**config.mk**
```make
export PLATFORM = sky130hd
export DESIGN_NAME = branch_resolve_unit_flat
export DESIGN_NICKNAME = d
export VERILOG_FILES = /design/src/rtl/bru_pkg.sv /design/src/rtl/bru_if.sv /design/src/rtl/bru_fifo.sv /design/src/rtl/branch_resolve_unit.sv /design/src/flat_wrapper.sv
export SDC_FILE = /design/constraint.sdc
export NUM_CORES = 1
export LEC_CHECK = 0
export CELL_PAD_IN_SITES_DETAIL_PLACEMENT = 0
export CELL_PAD_IN_SITES_GLOBAL_PLACEMENT = 1
export CORE_MARGIN = 5
export CORE_UTILIZATION = 25
export CTS_BUF_LIST = sky130_fd_sc_hd__clkbuf_4 sky130_fd_sc_hd__clkbuf_8
export DETAILED_ROUTE_END_ITERATION = 6
export GPL_ROUTABILITY_DRIVEN = 0
export HOLD_SLACK_MARGIN = 0.05
export PLACE_DENSITY = 0.47
export SETUP_SLACK_MARGIN = 0.1
export SYNTH_ARGS = -nofsm -noshare
export SYNTH_HDL_FRONTEND = slang
export SYNTH_HIERARCHICAL = 1
export SYNTH_SLANG_ARGS = --single-unit
```
**constraint.sdc**
```tcl
create_clock -name i_clk -period 13.04 [get_ports i_clk]
set_input_delay 2.608 -clock i_clk [delete_from_list [all_inputs] [get_ports i_clk]]
set_output_delay 2.608 -clock i_clk [all_outputs]
set_load 0.01 [all_outputs]
```
**src/rtl/bru_pkg.sv**
```systemverilog
// Branch resolve unit shared types.
// Prediction/update entries and next-PC helper.
package bru_pkg;

    localparam int XLEN = 32;
    localparam logic [XLEN-1:0] PC_STEP = 32'd4;

    typedef struct packed {
        logic [XLEN-1:0] pc;
        logic            pred_taken;
        logic [XLEN-1:0] pred_target;
    } pred_entry_t;

    typedef struct packed {
        logic [XLEN-1:0] pc;
        logic            taken;
        logic [XLEN-1:0] target;
    } upd_entry_t;

    function automatic logic [XLEN-1:0] next_pc(
        input logic            taken,
        input logic [XLEN-1:0] pc,
        input logic [XLEN-1:0] tgt
    );
        return taken ? tgt : pc + PC_STEP;
    endfunction

endpackage

```
**src/rtl/bru_if.sv**
```systemverilog
// Fetch / execute / redirect / training bundle.
// slave = resolve unit, master = pipeline side.
interface bru_if #(
    parameter int CNT_W = 32
) ();

    logic                      i_fetch_valid;
    logic [bru_pkg::XLEN-1:0]  i_pc_F;
    logic                      i_pred_taken_F;
    logic [bru_pkg::XLEN-1:0]  i_pred_target_F;
    logic                      o_q_full;

    logic                      i_ex_valid;
    logic [bru_pkg::XLEN-1:0]  i_ex_pc;
    logic                      i_ex_is_branch;
    logic                      i_ex_is_jump;
    logic                      i_ex_taken;
    logic [bru_pkg::XLEN-1:0]  i_ex_target;

    logic                      o_redirect;
    logic [bru_pkg::XLEN-1:0]  o_redirect_pc;
    logic                      o_flush_D;
    logic                      o_flush_E;

    logic                      o_upd_valid;
    logic                      i_upd_ready;
    logic [bru_pkg::XLEN-1:0]  o_upd_pc;
    logic                      o_upd_taken;
    logic [bru_pkg::XLEN-1:0]  o_upd_target;

    logic [CNT_W-1:0]          o_br_cnt;
    logic [CNT_W-1:0]          o_mis_cnt;
    logic                      o_err;

    modport slave (
        input  i_fetch_valid, i_pc_F, i_pred_taken_F, i_pred_target_F,
        input  i_ex_valid, i_ex_pc, i_ex_is_branch, i_ex_is_jump,
        input  i_ex_taken, i_ex_target, i_upd_ready,
        output o_q_full, o_redirect, o_redirect_pc, o_flush_D, o_flush_E,
        output o_upd_valid, o_upd_pc, o_upd_taken, o_upd_target,
        output o_br_cnt, o_mis_cnt, o_err
    );

    modport master (
        output i_fetch_valid, i_pc_F, i_pred_taken_F, i_pred_target_F,
        output i_ex_valid, i_ex_pc, i_ex_is_branch, i_ex_is_jump,
        output i_ex_taken, i_ex_target, i_upd_ready,
        input  o_q_full, o_redirect, o_redirect_pc, o_flush_D, o_flush_E,
        input  o_upd_valid, o_upd_pc, o_upd_taken, o_upd_target,
        input  o_br_cnt, o_mis_cnt, o_err
    );

endinterface

```
**src/rtl/bru_fifo.sv**
```systemverilog
// Synchronous FIFO with flush; push is accepted
// when full only if a pop happens in the same cycle.
module bru_fifo #(
    parameter type T     = logic,
    parameter int  DEPTH = 4
) (
    input  logic                   i_clk,
    input  logic                   i_rst,
    input  logic                   flush,
    input  logic                   push,
    input  logic                   pop,
    input  T                       din,
    output T                       dout,
    output logic                   full,
    output logic                   empty,
    output logic [$clog2(DEPTH):0] count
);

    localparam int AW = $clog2(DEPTH);
    localparam int CW = AW + 1;

    T              mem [DEPTH];
    logic [AW-1:0] wr_ptr;
    logic [AW-1:0] rd_ptr;
    logic          do_push;
    logic          do_pop;

    assign full    = (count == CW'(DEPTH));
    assign empty   = (count == '0);
    assign dout    = mem[rd_ptr];
    assign do_pop  = pop & ~empty;
    assign do_push = push & (~full | do_pop);

    // Storage, pointers and occupancy; flush wins over push/pop.
    always_ff @(posedge i_clk or posedge i_rst) begin
        if (i_rst) begin
            mem    <= '{default: '0};
            wr_ptr <= '0;
            rd_ptr <= '0;
            count  <= '0;
        end else if (flush) begin
            wr_ptr <= '0;
            rd_ptr <= '0;
            count  <= '0;
        end else begin
            if (do_push) begin
                mem[wr_ptr] <= din;
                wr_ptr      <= wr_ptr + AW'(1);
            end
            if (do_pop) begin
                rd_ptr <= rd_ptr + AW'(1);
            end
            unique case ({do_push, do_pop})
                2'b10:   count <= count + CW'(1);
                2'b01:   count <= count - CW'(1);
                default: count <= count;
            endcase
        end
    end

endmodule

```
**src/rtl/branch_resolve_unit.sv**
```systemverilog
// Resolves fetch-time predictions in execute, drives
// redirect/flush, perf counters and predictor training.
module branch_resolve_unit
    import bru_pkg::*;
#(
    parameter int QDEPTH    = 4,
    parameter int UPD_DEPTH = 2,
    parameter int CNT_W     = 32
) (
    input logic i_clk,
    input logic i_rst,
    bru_if.slave bus
);

    pred_entry_t q_din;
    pred_entry_t q_head;
    logic        q_full;
    logic        q_empty;
    logic [$clog2(QDEPTH):0] q_cnt_unused;

    upd_entry_t  upd_din;
    upd_entry_t  upd_head;
    logic        upd_full;
    logic        upd_empty;
    logic [$clog2(UPD_DEPTH):0] upd_cnt_unused;

    logic            pop_ok;
    logic            is_cf;
    logic            act_taken;
    logic [XLEN-1:0] act_next;
    logic [XLEN-1:0] pred_next;
    logic            mispred;
    logic            upd_push;
    logic            upd_drop;
    logic            err_set;

    logic             redirect_q;
    logic [XLEN-1:0]  redirect_pc_q;
    logic [CNT_W-1:0] br_cnt_q;
    logic [CNT_W-1:0] mis_cnt_q;
    logic             err_q;

    assign q_din = '{
        pc:          bus.i_pc_F,
        pred_taken:  bus.i_pred_taken_F,
        pred_target: bus.i_pred_target_F
    };

    assign pop_ok    = bus.i_ex_valid & ~q_empty;
    assign is_cf     = bus.i_ex_is_branch | bus.i_ex_is_jump;
    assign act_taken = bus.i_ex_is_jump
                     | (bus.i_ex_is_branch & bus.i_ex_taken);
    assign act_next  = next_pc(act_taken, bus.i_ex_pc, bus.i_ex_target);
    assign pred_next = next_pc(q_head.pred_taken, q_head.pc,
                               q_head.pred_target);
    assign mispred   = pop_ok & (act_next != pred_next);

    assign upd_din  = '{
        pc:     bus.i_ex_pc,
        taken:  act_taken,
        target: bus.i_ex_target
    };
    assign upd_push = pop_ok & is_cf;
    assign upd_drop = upd_push & upd_full & ~bus.i_upd_ready;

    assign err_set = (bus.i_ex_valid & q_empty)
                   | (bus.i_fetch_valid & q_full & ~pop_ok)
                   | (pop_ok & (q_head.pc != bus.i_ex_pc))
                   | upd_drop;

    // A mispredicting pop wipes younger wrong-path entries on the
    // same edge, so a push offered alongside it is discarded.
    bru_fifo #(
        .T     (pred_entry_t),
        .DEPTH (QDEPTH)
    ) u_pred_q (
        .i_clk (i_clk),
        .i_rst (i_rst),
        .flush (mispred),
        .push  (bus.i_fetch_valid),
        .pop   (bus.i_ex_valid),
        .din   (q_din),
        .dout  (q_head),
        .full  (q_full),
        .empty (q_empty),
        .count (q_cnt_unused)
    );

    // Training updates survive redirects.
    bru_fifo #(
        .T     (upd_entry_t),
        .DEPTH (UPD_DEPTH)
    ) u_upd_q (
        .i_clk (i_clk),
        .i_rst (i_rst),
        .flush (1'b0),
        .push  (upd_push),
        .pop   (bus.i_upd_ready),
        .din   (upd_din),
        .dout  (upd_head),
        .full  (upd_full),
        .empty (upd_empty),
        .count (upd_cnt_unused)
    );

    // Redirect pulse, saturating counters and sticky error.
    // Only control-flow mispredicts count toward o_mis_cnt.
    always_ff @(posedge i_clk or posedge i_rst) begin
        if (i_rst) begin
            redirect_q    <= 1'b0;
            redirect_pc_q <= '0;
            br_cnt_q      <= '0;
            mis_cnt_q     <= '0;
            err_q         <= 1'b0;
        end else begin
            redirect_q <= mispred;
            if (mispred) begin
                redirect_pc_q <= act_next;
            end
            if (upd_push && !(&br_cnt_q)) begin
                br_cnt_q <= br_cnt_q + CNT_W'(1);
            end
            if (mispred && is_cf && !(&mis_cnt_q)) begin
                mis_cnt_q <= mis_cnt_q + CNT_W'(1);
            end
            if (err_set) begin
                err_q <= 1'b1;
            end
        end
    end

    assign bus.o_q_full      = q_full;
    assign bus.o_redirect    = redirect_q;
    assign bus.o_redirect_pc = redirect_pc_q;
    assign bus.o_flush_D     = redirect_q;
    assign bus.o_flush_E     = redirect_q;
    assign bus.o_upd_valid   = ~upd_empty;
    assign bus.o_upd_pc      = upd_head.pc;
    assign bus.o_upd_taken   = upd_head.taken;
    assign bus.o_upd_target  = upd_head.target;
    assign bus.o_br_cnt      = br_cnt_q;
    assign bus.o_mis_cnt     = mis_cnt_q;
    assign bus.o_err         = err_q;

endmodule
```
**src/flat_wrapper.sv**
```systemverilog
// flat-port wrapper written by rule: the top's interface ports become plain ports
module branch_resolve_unit_flat import bru_pkg::*;
#(
    parameter int QDEPTH    = 4,
    parameter int UPD_DEPTH = 2,
    parameter int CNT_W     = 32
)
  (i_clk, i_rst, bus_i_fetch_valid, bus_i_pc_F, bus_i_pred_taken_F, bus_i_pred_target_F, bus_i_ex_valid, bus_i_ex_pc, bus_i_ex_is_branch, bus_i_ex_is_jump, bus_i_ex_taken, bus_i_ex_target, bus_i_upd_ready, bus_o_q_full, bus_o_redirect, bus_o_redirect_pc, bus_o_flush_D, bus_o_flush_E, bus_o_upd_valid, bus_o_upd_pc, bus_o_upd_taken, bus_o_upd_target, bus_o_br_cnt, bus_o_mis_cnt, bus_o_err);
  bru_if #(.CNT_W(CNT_W)) bus_i ();
  input logic i_clk;
  input logic i_rst;
  input wire logic [$bits(bus_i.i_fetch_valid)-1:0] bus_i_fetch_valid;
  input wire logic [$bits(bus_i.i_pc_F)-1:0] bus_i_pc_F;
  input wire logic [$bits(bus_i.i_pred_taken_F)-1:0] bus_i_pred_taken_F;
  input wire logic [$bits(bus_i.i_pred_target_F)-1:0] bus_i_pred_target_F;
  input wire logic [$bits(bus_i.i_ex_valid)-1:0] bus_i_ex_valid;
  input wire logic [$bits(bus_i.i_ex_pc)-1:0] bus_i_ex_pc;
  input wire logic [$bits(bus_i.i_ex_is_branch)-1:0] bus_i_ex_is_branch;
  input wire logic [$bits(bus_i.i_ex_is_jump)-1:0] bus_i_ex_is_jump;
  input wire logic [$bits(bus_i.i_ex_taken)-1:0] bus_i_ex_taken;
  input wire logic [$bits(bus_i.i_ex_target)-1:0] bus_i_ex_target;
  input wire logic [$bits(bus_i.i_upd_ready)-1:0] bus_i_upd_ready;
  output wire logic [$bits(bus_i.o_q_full)-1:0] bus_o_q_full;
  output wire logic [$bits(bus_i.o_redirect)-1:0] bus_o_redirect;
  output wire logic [$bits(bus_i.o_redirect_pc)-1:0] bus_o_redirect_pc;
  output wire logic [$bits(bus_i.o_flush_D)-1:0] bus_o_flush_D;
  output wire logic [$bits(bus_i.o_flush_E)-1:0] bus_o_flush_E;
  output wire logic [$bits(bus_i.o_upd_valid)-1:0] bus_o_upd_valid;
  output wire logic [$bits(bus_i.o_upd_pc)-1:0] bus_o_upd_pc;
  output wire logic [$bits(bus_i.o_upd_taken)-1:0] bus_o_upd_taken;
  output wire logic [$bits(bus_i.o_upd_target)-1:0] bus_o_upd_target;
  output wire logic [$bits(bus_i.o_br_cnt)-1:0] bus_o_br_cnt;
  output wire logic [$bits(bus_i.o_mis_cnt)-1:0] bus_o_mis_cnt;
  output wire logic [$bits(bus_i.o_err)-1:0] bus_o_err;
  assign bus_i.i_fetch_valid = bus_i_fetch_valid;
  assign bus_i.i_pc_F = bus_i_pc_F;
  assign bus_i.i_pred_taken_F = bus_i_pred_taken_F;
  assign bus_i.i_pred_target_F = bus_i_pred_target_F;
  assign bus_i.i_ex_valid = bus_i_ex_valid;
  assign bus_i.i_ex_pc = bus_i_ex_pc;
  assign bus_i.i_ex_is_branch = bus_i_ex_is_branch;
  assign bus_i.i_ex_is_jump = bus_i_ex_is_jump;
  assign bus_i.i_ex_taken = bus_i_ex_taken;
  assign bus_i.i_ex_target = bus_i_ex_target;
  assign bus_i.i_upd_ready = bus_i_upd_ready;
  assign bus_o_q_full = bus_i.o_q_full;
  assign bus_o_redirect = bus_i.o_redirect;
  assign bus_o_redirect_pc = bus_i.o_redirect_pc;
  assign bus_o_flush_D = bus_i.o_flush_D;
  assign bus_o_flush_E = bus_i.o_flush_E;
  assign bus_o_upd_valid = bus_i.o_upd_valid;
  assign bus_o_upd_pc = bus_i.o_upd_pc;
  assign bus_o_upd_taken = bus_i.o_upd_taken;
  assign bus_o_upd_target = bus_i.o_upd_target;
  assign bus_o_br_cnt = bus_i.o_br_cnt;
  assign bus_o_mis_cnt = bus_i.o_mis_cnt;
  assign bus_o_err = bus_i.o_err;
  branch_resolve_unit #(.QDEPTH(QDEPTH), .UPD_DEPTH(UPD_DEPTH), .CNT_W(CNT_W)) u_core (.i_clk(i_clk), .i_rst(i_rst), .bus(bus_i));
endmodule
```
---- Word level (Yosys, flattened, before mapping) ----
Cells that the tools add are included.
word-level totals
  register bits after elaboration ......... 499
  input port bits ......................... 137
  output and inout bits ................... 167
  word-level logic and storage cells ...... 123
cells by class
  add/subtract/negate cells ............... 12
  order comparisons ....................... 6
  equal/unequal tests ..................... 8
  multiplexer cells ....................... 21
  bitwise operators ....................... 31
  reduce and logical (&&, ||, !) cells .... 16
operator list
  operator                 number
  $mux W65                 7
  $bwmux W260              1
  $bmux W65 S2             1
  $bwmux W130              1
  $demux W65 S2            1
  $demux W65 S1            1
  $add A32 B1 Y32 const B  2
  $add A32 B3 Y32 const B  2
  $mux W32                 2
  $ne A32 B32 Y1           2
  $reduce_and A32 Y1       2
  $and A1 B1 Y1            13
  $mux W2                  4
  $not A1 Y1               7
  $or A1 B1 Y1             7
  $add A2 B1 Y2 const B    3
  $eq A2 B2 Y1 const B     3
  $ge A3 B3 Y1 const B     2
  $not A2 Y3               2
  $pmux W3 S2              1
  $reduce_bool A2 Y1       3
  $logic_and A1 B1 Y1      5
  $eq A2 B1 Y1 const B     2
  $ge A2 B2 Y1 const B     2
  15 further kinds         18

---- Logic depth before layout (Yosys ltp) ----
Gate-level depths: netlist (run 1).
  depth after elaboration ................. 10
  depth in mapped cells ................... 21
  gate-level depth less buffers ........... 13

---- Modules after synthesis ----
Netlist (run 1), hierarchy kept.
modules (own cells, without submodules)
  module                      times used  cells an instance  area each (um^2)  seq. area each (um^2)
  bru_fifo (u_core.u_pred_q)  1           690                11848.9           6681.4
  branch_resolve_unit         1           794                7086.8            2452.4
  bru_fifo (u_core.u_upd_q)   1           372                5957.0            3353.2

---- Worst setup path after synthesis (run 1) ----
OpenSTA, ideal clock, no wires.
  path kind ............................... input port to flip-flop
  start ................................... input port bus_i_ex_pc[4]
  end ..................................... register u_core/u_pred_q/mem[115] (netlist bit)
  setup time .............................. 0.125 ns
  data arrival time ....................... 6.337 ns
  required time ........................... 12.915 ns
  slack ................................... 6.579 ns
  cell stages on the path ................. 18
  buffers on the path ..................... 7
  path through ............................ clkbuf_2 -> nand4_2 -> or4_4 -> buf_6 -> or3_1 -> a31oi_2 -> xor2_1 -> nand4_1 -> nor4_1 -> and4_1 -> buf_4 -> nor2_4 -> buf_6 -> clkbuf_1 -> and4bb_1 -> buf_6 -> buf_6 -> mux2_2
on the way
  longest elaborated chain between the ends .. 6
ends and longest elaborated chain
  element                          line                       RTL
  from (decl)                      flat_wrapper.sv:17         input wire logic [$bits(bus_i.i_ex_pc)-1:0] bus_i_ex_pc;
  $add A32 B3 Y32                  bru_pkg.sv:25              return taken ? tgt : pc + PC_STEP;
  $mux W32                         bru_pkg.sv:25
  $ne A32 B32 Y1                   branch_resolve_unit.sv:56  assign mispred = pop_ok & (act_next != pred_next);
  $and A1 B1 Y1                    branch_resolve_unit.sv:56
  via u_core.mispred               branch_resolve_unit.sv:32  logic mispred;
  $not A1 Y1 (no line)             -
  $reduce_and A2 Y1 (no line)      -
  to (signal, indexed assignment)  bru_fifo.sv:47             mem[wr_ptr] <= din;
  to (decl)                        bru_fifo.sv:22             T mem [DEPTH];
The timed path passes the listed nets, and every way through them passes these cells.
A chain may end at the register's enable or synchronous reset.

---- Worst setup path after layout (run 1) ----
  start ................................... input port bus_i_ex_is_branch
  end ..................................... register u_core/u_pred_q/mem[93] (netlist bit)
on the way
  longest elaborated chain between the ends .. 7
ends and longest elaborated chain
  element                      line                       RTL
  from (decl)                  flat_wrapper.sv:18         input wire logic [$bits(bus_i.i_ex_is_branch)-1:0] bus_i_ex_is_branch;
  $and A1 B1 Y1                branch_resolve_unit.sv:52  | (bus.i_ex_is_branch & bus.i_ex_taken);
  $or A1 B1 Y1                 branch_resolve_unit.sv:52
  $mux W32                     bru_pkg.sv:25
  $ne A32 B32 Y1               branch_resolve_unit.sv:56
  $and A1 B1 Y1                branch_resolve_unit.sv:56
  $not A1 Y1 (no line)         -
  $reduce_and A2 Y1 (no line)  -
Every way passes these cells.

==> impl_metrics.yaml, run 1 <==
die:
  die_h_um: 325.5
  die-width_um: 325.5
  io_pins: 304
  num_rows: 115
  core_area_mm2: 0.09856
  dieArea_mm2: 0.1060
  start_util: 0.2526
synthesis:
  synth-async-reset-ratio: 1.000
  netlist_area_mm2: 0.02489
  seq_area_frac_synth: 0.5016
  syn_avg_cell_area_um2: 13.41
  synth-edff-count: 0
  ys_ff_latch: 499
  synthCells: 1856
  yosys_warnings: 6
  synth_cell_types: 66
  ys.flop_type: "dfrtp_1"
setup_path:
  cp-startpoint: "bus_i_ex_is_branch"
  endpoint_kind: "flop"
  rrSetupSlack_ns: 5.50
  worst_r2r_startpoint: "u_core/u_pred_q/rd_ptr[1]"
  cp-start-kind: "primary input"
  path_class: "in -> reg"
  worstPathArrival_ns: 9.54
  cp.required_ns: 13.62
  critical_path.max_fanout: 46
routing:
  wire_per_inst_um: 23.66
  num_vias: 16593
  drt-initial-drc-count: 1011
  drc: 0
  ant_nets: 0
  drtPass1Iterations: 5
  routed_wl_mm: 83.63
  routed_via_density: 4.694
status:
  status: "finished, final reports clean"
timing:
  setup_viol: 0
  timing.fmax_mhz: 111.6
  hold_viol_final: 0
  rsz0062_at_grt: "false"
  setup_tns_ns: 0
  worst_slew_pin_slew_ns: 1.086
  fin_worst_skew_ns: 0.05025
  slew_viol_final: 0
  post-route-period-util: 0.6869
  fin_hold_ws_ns: 0.4837
  slew_headroom: 0.2757
  min_period_ns: 8.957
place:
  placedCellCount: 3362
  port_buffers: 303
  dp_hpwl_mm: 59.46
cts:
  clk_latency_ns: 0.73
  cts_setup_buffers: 0
  cts.reportedPaths.clkPinSlew_ns: 0.05
  hold_buffers: 0
  clockBufferDepth: 3
  root_buffer: "clkbuf_8"
  tritoncts: "yes"
  cts_resized: 0
  cts.sinks: 499
  numCtsBuffers: 95
  htree_num_levels: 3
worst_hold_path:
  hold_path.startpoint: "u_core/bus.o_mis_cnt[24]"
  hold_path.class: "reg -> reg"
flow_run:
  maxCapViolations: 0
global_routing:
  antenna_found_initial: 7
  gr-max-usage-layer: "met2"
  use_met2: 0.2398
  use_met1: 0.2148
  grt_pass1_wl_mm: 123.1
  grtUsageMet3: 0.03484
  grt_pass1_vias: 17629
  grt_max_degree: 118
  track_usage: 0.1536
  grt_overflow_total: 0
finish:
  layout-area-overhead-vs-synth_pct: 25.07
  final_cell_mix: "dfrtp_1, mux2_2, clkdlybuf4s50_1"
  final_cells: 3535
  fill_cells: 9818
  multi_input_area_mm2: 0.01173
  fin_nets: 2318
  drive_gt1_frac: 0.3396
  seq_area_mm2: 0.01249
  final_common_cell: "dfrtp_1"
  final_core_util: 0.3159
pwr:
  p_per_area_mw_per_mm2: 239.5
  power.leakage_uw: 0.01276
  ir_worst_vdd_mv: 0.1075
[power breakdown]
group,total [µW],internal [µW],switching [µW]
Combinational,3190,1680,1520
Sequential,2650,2230,421
Clock,1620,920,698
Total,7460,4820,2640
[routing by layer]
layer | vias up | routed length [µm]
li1 | 7413 | -
met1 | 8630 | 39490
met2 | 425 | 37990
met3 | 125 | 4096
met4 | 0 | 2056
met5 | - | 0
[final cells by class]
type                    count  share of cell area
diodes                      7           0.0005627
multi-input cells        1227              0.3768
clock buffers             150             0.05968
well taps                1287             0.05172
repair buffers            323              0.1022
clock inverters            16            0.004099
inverters                  26            0.003617
flip-flops and latches    499              0.4013
[flip-flops by register name, summed over array words and instances (netlist names), 2 cells and up]
register                  flops
u_core/u_upd_q/count          2
u_core/u_pred_q/wr_ptr        2
u_core/bus.o_mis_cnt         32
u_core/bus.o_br_cnt          32
u_core/u_upd_q/mem          130
u_core/bus.o_redirect_pc     32
u_core/u_pred_q/rd_ptr        2
u_core/u_pred_q/mem         260
u_core/u_pred_q/count         3
[worst paths after layout]
path	cells past startpoint	to
worst min register to register	1	u_core/bus.o_mis_cnt[24]
min in group asynchronous	2	u_core/bus.o_redirect_pc[28]
worst max register to register	16	u_core/u_pred_q/mem[93]
worst max-delay path	14	u_core/u_pred_q/mem[93]
worst min-delay path	1	u_core/bus.o_mis_cnt[24]
max in group asynchronous	3	u_core/u_pred_q/wr_ptr[1]
[per-stage QoR]
stage / power (µW) / cell area [µm²] / setup WS, ns
after global placement: 5830 / 29130 / 3.230
after detailed placement: 5898 / 29130 / 3.133
after CTS: 7580 / 31110 / 3.929
after global routing: 7904 / 31120 / 3.587
after floorplan: 4614 / 24910 / 3.078
final: 7457 / 31130 / 4.083
[critical path, cell delays in order]
cell and delay, ns:
clkdlybuf4s50_1 0.49, a21oi_4 0.84, inv_1 0.80, a21oi_1 0.52, xnor2_1 0.16, nand4_1 0.13, nor4_1 0.38, nand4_1 0.23
nor4_1 0.30, and4_2 0.95, nor2_4 0.17, and4bb_4 0.75, buf_4 0.68, mux2_2 0.42
[cell families (layout without fill, tap and decap cells)]
family | after synthesis | count (layout) | synth area share
simple gates | 374 | 374 | 0.08359
xor+xnor | 156 | 156 | 0.05489
other cells | 1 | 13 | 0.0001506
fa+ha+maj | 9 | 9 | 0.004826
buf+inv | 135 | 515 | 0.03011
compound gates | 122 | 122 | 0.03132
mux | 560 | 560 | 0.2935
flops | 499 | 499 | 0.5016
[synthesized netlist by cell type (all sizes together) (4+ instances only)]
master    n  area share
a211oi    5      0.0015
a21oi    12      0.0024
a31o      4      0.0014
a31oi    17      0.0045
and3     19      0.0048
and4     15      0.0053
buf      69       0.020
clkbuf   40      0.0062
dfrtp   499        0.50
ha        8      0.0040
inv      25      0.0038
mux2    481        0.23
mux2i    14      0.0056
mux4     65       0.059
nand2    65      0.0098
nand2b   15      0.0038
nand3    53       0.011
nand4    37      0.0096
nor2     55      0.0086
nor2b     6      0.0015
nor3     33      0.0066
nor3b     4      0.0012
nor4     30      0.0083
o21a      4      0.0012
o21ai    45      0.0090
o31ai    20      0.0060
or2       4      0.0010
or3      17      0.0043
or4       9      0.0029
xnor2    65       0.023
xor2     91       0.032
(Power assumes the default switching activity.)
==> inputs of run 2 (changes only) <==
- clock period: 13.04 -> 9 ns (I/O delays scaled with it)
==> run 2 against run 1 <==
Against the previous run: via count is essentially flat; cell area grew 0.17%; worst hold slack gained 0.0021 ns; utilization grew 0.055 points; combinational power grew 46%; register-to-register slack lost 2.8 ns; routed wire length grew 0.46%; critical endpoint is now u_core/u_pred_q/mem[144]; largest cell class unchanged.
==> impl_metrics.yaml, run 2 (same netlist as run 1, synthesis figures left out) <==
routing:
  drt-initial-drc-count: 792
  routed_via_density: 4.690
  routed_wl_mm: 84.02
  num_vias: 16589
  drtPass1Iterations: 5
  wire_per_inst_um: 23.75
  drc: 0
  ant_nets: 0
global_routing:
  antenna_found_initial: 13
  grt_max_degree: 168
  grt_overflow_total: 0
  use_met1: 0.2118
  grt_pass1_vias: 17827
  use_met2: 0.2420
  track_usage: 0.1552
  grtUsageMet3: 0.04226
  grt_pass1_wl_mm: 124.0
  gr-max-usage-layer: "met2"
setup_path:
  worstPathArrival_ns: 7.18
  ff2ff_path_depth: 16
  r2r_end: "u_core/u_pred_q/mem[144]"
  cp-start-kind: "primary input"
  cp.required_ns: 9.58
  critPathCapture: "u_core/u_pred_q/mem[144]"
  cp-startpoint: "bus_i_ex_pc[6]"
  worst_r2r_startpoint: "u_core/u_pred_q/rd_ptr[0]"
  critical_path.max_fanout: 65
  endpoint_kind: "flop"
  path_class: "in -> reg"
  rrSetupSlack_ns: 2.71
pwr:
  p_per_area_mw_per_mm2: 346.5
  total_power_uw: 10810
  ir_worst_vdd_mv: 0.1158
  power.leakage_uw: 0.01278
timing:
  slew_headroom: 0.2818
  worst_slew_pin_slew_ns: 1.077
  setup_tns_ns: 0
  fin_hold_ws_ns: 0.4858
  setup_viol: 0
  slew_viol_final: 0
  post-route-period-util: 0.7340
  rsz0062_at_grt: "false"
  fin_worst_skew_ns: 0.04455
  min_period_ns: 6.606
  timing.fmax_mhz: 151.4
  hold_viol_final: 0
die:
  io_pins: 304
  start_util: 0.2526
  core_area_mm2: 0.09856
  dieArea_mm2: 0.1060
  die-width_um: 325.5
  num_rows: 115
  die_h_um: 325.5
finish:
  top_regs: "u_core/u_pred_q/mem: 260 flops, u_core/u_upd_q/mem: 130 flops"
  final_common_cell: "dfrtp_1"
  drive_gt1_frac: 0.3402
  fin_nets: 2325
  final_cell_mix: "dfrtp_1, mux2_2, clkdlybuf4s50_1"
  final_cells: 3537
  final_area_mm2: 0.03119
  largest_reg_flops: 260
  layout-area-overhead-vs-synth_pct: 25.28
  registers.top_by_ff_count: "u_core/u_pred_q/mem"
cts:
  htree_num_levels: 3
  numCtsBuffers: 96
  cts_resized: 0
  cts.reportedPaths.clkPinSlew_ns: 0.06
  hold_buffers: 0
  clk_latency_ns: 0.73
  root_buffer: "clkbuf_8"
  clockBufferDepth: 3
  cts_setup_buffers: 0
  cts.sinks: 499
  tritoncts: "yes"
status:
  status: "finished, final reports clean"
place:
  port_buffers: 303
  place_area_mm2: 0.02922
  dp_hpwl_mm: 60.19
  placedCellCount: 3368
flow_run:
  maxCapViolations: 0
worst_hold_path:
  hold_path.class: "reg -> reg"
[run 2: cell count changes in the layout (fill, tap and decap cells not counted), sizes merged]
cell and delta:
buf +6, bufinv -1, clkbuf +1, clkinv -3
clkinvlp +1, inv -2
[run 2: critical path: stages]
cell	delay, ns
clkdlybuf4s50_1	0.72
nand4_2	0.38
nor4_1	0.91
xnor2_1	0.15
mux2i_1	0.58
xor2_1	0.21
nand4_1	0.12
nor4_1	0.27
and4_2	0.33
nor2_4	0.11
buf_4	0.31
nor4bb_4	0.39
buf_12	0.41
mux2_2	0.40
[run 2: layout make-up]
| class | count | area, µm² |
|---|---|---|
| Antenna cell | 7 | 17.52 |
| Clock buffer | 151 | 1872 |
| Clock inverter | 11 | 76.32 |
| Fill cell | 9861 | 67380 |
| Inverter | 26 | 108.9 |
| Multi-Input combinational cell | 1227 | 11730 |
| Sequential cell | 499 | 12490 |
| Tap cell | 1287 | 1610 |
| Timing Repair Buffer | 329 | 3278 |
[run 2: how the worst min path moves through the flow]
stage               depth (start not counted)  slack (ns)                 endpoint                    start
floorplan                                   1        0.45  u_core/u_pred_q/mem[46]  u_core/u_pred_q/mem[46]
global placement                            1        0.47  u_core/u_pred_q/mem[46]  u_core/u_pred_q/mem[46]
detailed placement                          2        0.48         u_core/bus.o_err         u_core/bus.o_err
CTS                                         1        0.49  u_core/bus.o_mis_cnt[4]  u_core/bus.o_mis_cnt[4]
global route                                1        0.51   u_core/u_pred_q/mem[7]   u_core/u_pred_q/mem[7]
finish                                      2        0.49         u_core/bus.o_err         u_core/bus.o_err
[run 2: per-layer routing]
metal  up-vias  routed length, µm
li1       7438                  -
met1      8605              38510
met2       411              38200
met3       127               5185
met4         8               2070
met5         -                 52
[run 2: report_power, final]
group / total, µW / internal [µW] / switching [µW]
Clock: 2320 / 1310 / 1010
Sequential: 3840 / 3230 / 618
Combinational: 4650 / 2440 / 2210
Total: 10800 / 6970 / 3830
[run 2: per-stage QoR]
stage                     setup slack [ns]    util
after floorplan                      3.347       -
after global placement               1.536  0.2965
after detailed placement             1.603  0.2965
after CTS                            2.392  0.3162
after global routing                 2.000  0.3164
final                                2.394  0.3164
